`src/rtl/writeback_unit.sv`:
```
// writeback_unit: in-order result buffer between the load/ALU units and the
// register-file write port. It also keeps a pending-write scoreboard.
// Load results take priority over ALU results, and at most one result is
// accepted per cycle. The write port is fully registered, so it holds steady
// across the falling edge where the register file samples it.
// Optional build macro WB_BYPASS_EN adds a combinational forwarding lookup
// (fwdReg_i / fwdHit_o / fwdData_o) over buffered and in-flight writes.
module writeback_unit #(
  parameter int DEPTH = 2
) (
  input  logic       clk,
  input  logic       rst_n,
  input  logic       memValid_i,
  input  logic [2:0] memDest_i,
  input  logic [7:0] memData_i,
  output logic       memReady_o,
  input  logic       aluValid_i,
  input  logic [2:0] aluDest_i,
  input  logic [7:0] aluData_i,
  output logic       aluReady_o,
  input  logic       hold_i,
  input  logic       issueValid_i,
  input  logic [2:0] issueDest_i,
  output logic [7:0] busy_o,
  output logic       writeFlag_o,
  output logic [2:0] destReg_o,
  output logic [7:0] data_o
`ifdef WB_BYPASS_EN
  ,
  input  logic [2:0] fwdReg_i,
  output logic       fwdHit_o,
  output logic [7:0] fwdData_o
`endif
);

  localparam int PTR_W = (DEPTH > 1) ? $clog2(DEPTH) : 1;
  localparam int CNT_W = $clog2(DEPTH + 1);

  logic [2:0]       dest_mem_q [DEPTH];
  logic [2:0]       dest_mem_d [DEPTH];
  logic [7:0]       data_mem_q [DEPTH];
  logic [7:0]       data_mem_d [DEPTH];
  logic [PTR_W-1:0] rd_ptr_q, rd_ptr_d;
  logic [PTR_W-1:0] wr_ptr_q, wr_ptr_d;
  logic [CNT_W-1:0] count_q, count_d;
  logic             write_flag_q, write_flag_d;
  logic [2:0]       dest_reg_q, dest_reg_d;
  logic [7:0]       wr_data_q, wr_data_d;
  logic [7:0]       busy_q, busy_d;

  logic full;
  logic push;
  logic pop;

  // Pointers wrap at DEPTH, which need not be a power of two.
  function automatic logic [PTR_W-1:0] ptr_inc(input logic [PTR_W-1:0] p);
    return (p == PTR_W'(DEPTH - 1)) ? '0 : p + 1'b1;
  endfunction

  // Handshake: ready only out of reset with space; ALU yields to the load unit.
  always_comb begin
    full       = (count_q == CNT_W'(DEPTH));
    memReady_o = rst_n & ~full;
    aluReady_o = rst_n & ~full & ~memValid_i;
    push       = ~full & (memValid_i | aluValid_i);
    pop        = (count_q != '0) & ~hold_i;
  end

  // Buffer next state: enqueue at tail, pop head into the write port.
  always_comb begin
    dest_mem_d   = dest_mem_q;
    data_mem_d   = data_mem_q;
    wr_ptr_d     = wr_ptr_q;
    rd_ptr_d     = rd_ptr_q;
    count_d      = count_q;
    write_flag_d = 1'b0;
    dest_reg_d   = dest_reg_q;
    wr_data_d    = wr_data_q;
    if (push) begin
      dest_mem_d[wr_ptr_q] = memValid_i ? memDest_i : aluDest_i;
      data_mem_d[wr_ptr_q] = memValid_i ? memData_i : aluData_i;
      wr_ptr_d             = ptr_inc(wr_ptr_q);
    end
    if (pop) begin
      write_flag_d = 1'b1;
      dest_reg_d   = dest_mem_q[rd_ptr_q];
      wr_data_d    = data_mem_q[rd_ptr_q];
      rd_ptr_d     = ptr_inc(rd_ptr_q);
    end
    if (push && !pop) begin
      count_d = count_q + CNT_W'(1);
    end else if (pop && !push) begin
      count_d = count_q - CNT_W'(1);
    end
  end

  // Scoreboard: clear on write-port load, then set on issue so a same-edge set wins.
  always_comb begin
    busy_d = busy_q;
    if (pop) begin
      busy_d[dest_mem_q[rd_ptr_q]] = 1'b0;
    end
    if (issueValid_i) begin
      busy_d[issueDest_i] = 1'b1;
    end
  end

  // State registers; reset discards all buffered results.
  always_ff @(posedge clk or negedge rst_n) begin
    if (!rst_n) begin
      for (int i = 0; i < DEPTH; i++) begin
        dest_mem_q[i] <= '0;
        data_mem_q[i] <= '0;
      end
      rd_ptr_q     <= '0;
      wr_ptr_q     <= '0;
      count_q      <= '0;
      write_flag_q <= 1'b0;
      dest_reg_q   <= '0;
      wr_data_q    <= '0;
      busy_q       <= '0;
    end else begin
      dest_mem_q   <= dest_mem_d;
      data_mem_q   <= data_mem_d;
      rd_ptr_q     <= rd_ptr_d;
      wr_ptr_q     <= wr_ptr_d;
      count_q      <= count_d;
      write_flag_q <= write_flag_d;
      dest_reg_q   <= dest_reg_d;
      wr_data_q    <= wr_data_d;
      busy_q       <= busy_d;
    end
  end

  assign writeFlag_o = write_flag_q;
  assign destReg_o   = dest_reg_q;
  assign data_o      = wr_data_q;
  assign busy_o      = busy_q;

`ifdef WB_BYPASS_EN
  logic [PTR_W-1:0] fwd_idx;

  // Forwarding: the in-flight write is the oldest candidate; buffer entries are
  // scanned head to tail so the youngest match is left standing.
  always_comb begin
    fwdHit_o  = 1'b0;
    fwdData_o = '0;
    fwd_idx   = '0;
    if (write_flag_q && (dest_reg_q == fwdReg_i)) begin
      fwdHit_o  = 1'b1;
      fwdData_o = wr_data_q;
    end
    for (int i = 0; i < DEPTH; i++) begin
      if (i < int'(count_q)) begin
        fwd_idx = PTR_W'((int'(rd_ptr_q) + i) % DEPTH);
        if (dest_mem_q[fwd_idx] == fwdReg_i) begin
          fwdHit_o  = 1'b1;
          fwdData_o = data_mem_q[fwd_idx];
        end
      end
    end
  end
`endif

endmodule

```
`config.mk`:
```
export PLATFORM = sky130hd
export DESIGN_NAME = writeback_unit
export DESIGN_NICKNAME = d
export VERILOG_FILES = /design/src/rtl/writeback_unit.sv
export SDC_FILE = /design/constraint.sdc
export NUM_CORES = 1
export LEC_CHECK = 0
export CORE_ASPECT_RATIO = 2
export CORE_MARGIN = 5
export CORE_UTILIZATION = 30
export CTS_CLUSTER_SIZE = 14
export DETAILED_ROUTE_END_ITERATION = 8
export MAX_ROUTING_LAYER = met4
export SLEW_MARGIN = 20
export SYNTH_ARGS = -nofsm -noshare
export SYNTH_HDL_FRONTEND = slang
export SYNTH_SLANG_ARGS = --single-unit
```
`constraint.sdc`:
```
create_clock -name clk -period 2.2 [get_ports clk]
set_input_delay 0.33 -clock clk [delete_from_list [all_inputs] [get_ports clk]]
set_output_delay 0.33 -clock clk [all_outputs]
set_load 0.03 [all_outputs]
```
==> reports/results.ini <==
[power_and_ir_drop]
powerDensity_nw_per_um2 = 1480
p_leak_nw = 1.28
p_total_w = 0.00439
vdd.ir_drop.worst_uv = 631

[timing]
finalSetupViolations = 0
worst_pin_slew_ns = 0.586
hold_violations = 0
rsz0062_at_grt = false
tns_ns = 0
final.min_clock_period_ns = 2.03
period_share = 0.922
relSlewSlack = 0.609
slew_violations = 0
setup_ws_ns = 0.171
fmax_mhz = 493
skew_ns = 0.00687

[clocking]
clkSlewWorstSetupHoldPaths_ns = 0.06
cts-root-buf = clkbuf_16
cts_setup_buffers = 0
cts_max_path_buffers = 2
h-tree-depth = 2
cts_num_sinks = 46
ctsResizeCount = 0
hold_buffers = 0
cts_tree = yes
insertion_delay_ns = 0.29
numCtsBuffers = 5

[route]
wl_met1_um = 1740
wl_met2_um = 2710
wl_per_cell_um = 14.5
vias = 1514
first_pass_iters = 4
vias_per_cell = 4.63
wl_um = 4730
ant_nets = 0
wl_met3_um = 208
routed.top_layer = met4
drtIter0Drc = 62
drt_drc_violations_left = 0

[placed_design]
dpl-instance-area_um2 = 2830
hpwl_um = 3600
gp_congestion = 0.713
post-place-ws_ns = 0.279
io_buffers = 52

[worst_setup_path]
max_stage_delay_ns = 0.67
worstPathRequired_ns = 1.87
crit_slowest_cell = clkdlybuf4s50_1
crit_arrival_ns = 1.70
crit_family = buffers and inverters
crit_chain = nand2b_1 > and2_1 > clkdlybuf4s50_1
reg2reg_from = rd_ptr_q
crit_buf_inv = 1
cp-start-kind = register
crit_path_end_kind = output pin
worstSetupPathType = reg -> out
crit_fanout = 5
crit_path_start = count_q[0]

[logic_synthesis]
async_flop_share = 1.00
synth_most_common_cell = dfrtp_1
ys_top_cells_by_count = 46 x dfrtp_1, 17 x mux2_2, 12 x nand2_1, 10 x mux2_4, 10 x mux2i_1
synth_fp_nets = 207
synth.ff_latch_count = 46
synth.yosys.seq_area_share = 0.524
synth_cells = 175
netlist_area_um2 = 2200
synth_ff_type = dfrtp_1
synth_top_area_share = 0.524
synth_area_leader_cell = dfrtp_1
synth.distinct_cells = 34
syn_area_per_cell_um2 = 12.6
yosys_warnings = 0
synth-edff-count = 0
synth_area_leaders = dfrtp_1 52%, mux2_2 8.7%, mux2_4 6.8%

[grt]
grt_max_degree = 47
overflow = 0
antenna_found_initial = 0
grt_use_total = 0.111
grt_first_pass_wirelength_um = 7580
grt_pass1_vias = 1549

[die]
die_h_um = 131
start_util = 0.305
coreArea_um2 = 7210
ios = 53
die_x_um = 70.5
dieArea_um2 = 9240
rows = 44

[outcome]
outcome = complete, no violations

[layout]
finalInstanceArea_um2 = 2970
num_antenna_cells = 0
final_util = 0.412
drive_above_1_share = 0.209
syn_to_final_growth_pct = 35.3
finalNetCount = 266

[run]
max_cap_violations = 0

[min_path]
hp-class = in -> async

[sequential cells by signal (all words and copies together) (netlist names)]
register,count
dest_mem_q,6
data_o,8
writeFlag_o,1
count_q,2
rd_ptr_q,1
busy_o,8
destReg_o,3
wr_ptr_q,1
data_mem_q,16
[area by class of cell]
type	count	area (um^2)
fill	692	4240
sequential	46	1150
tap	92	115
clock inverter	3	21.3
clock buffer	5	125
timing repair buffer	60	573
inverter	7	26.3
multi-input combinational	114	960
[logic make-up (layout without fill, tap and decap cells)]
group / Yosys count / after routing / synth area share
flip-flops: 46 / 46 / 0.524
XOR/XNOR: 5 / 5 / 0.0199
AND/OR/NAND/NOR: 35 / 35 / 0.0871
multiplexers: 45 / 45 / 0.243
AO/OA/AOI/OAI: 28 / 28 / 0.0809
adder cells (fa/ha/maj): 1 / 1 / 0.00569
buffers and inverters: 15 / 75 / 0.0393
[power breakdown]
group / internal (W) / switching [W] / total [W]
Combinational: 0.00106 / 0.000995 / 0.00205
Clock: 0.000420 / 0.000318 / 0.000738
Sequential: 0.00128 / 0.000323 / 0.00160
[placed cells by master, fill, tap and decap left out, drive strengths merged, types with 3 or more instances in the layout]
cell type | netlist | final
a211oi | 6 | 6
buf | 8 | 10
clkbuf | 0 | 5
clkdlybuf4s50 | 0 | 50
dfrtp | 46 | 46
inv | 7 | 7
mux2 | 34 | 34
mux2i | 11 | 11
nand2 | 12 | 12
nand2b | 4 | 4
nand3b | 4 | 4
nor2 | 4 | 4
nor3 | 4 | 4
o21ai | 10 | 10
o22ai | 6 | 6
xor2 | 3 | 3
[metal layers]
layer	global-route usage	vias up
met3	0.0237	5
li1	-	736
met4	0.0508	0
met5	-	-
met2	0.208	34
met1	0.107	739
[metrics by stage]
step           std cells  hold slack [ns]
3_3_place_gp         319            0.461
6_report             327            0.136
3_5_place_dp         319            0.467
2_1_floorplan        175           0.0344
4_1_cts              327            0.174
5_1_grt              327            0.207
[final timing paths]
kind | to | slack (ns) | cells past startpoint
min reg2reg | busy_o[0] | 0.48 | 1
max in group asynchronous | data_o[3] | 1.66 | 2
max reg2reg | busy_o[6] | 0.57 | 3
max | memReady_o | 0.17 | 3
min in group clk | busy_o[0] | 0.48 | 1
min | data_o[6] | 0.14 | 2
Power figures use the tool's default switching activity.
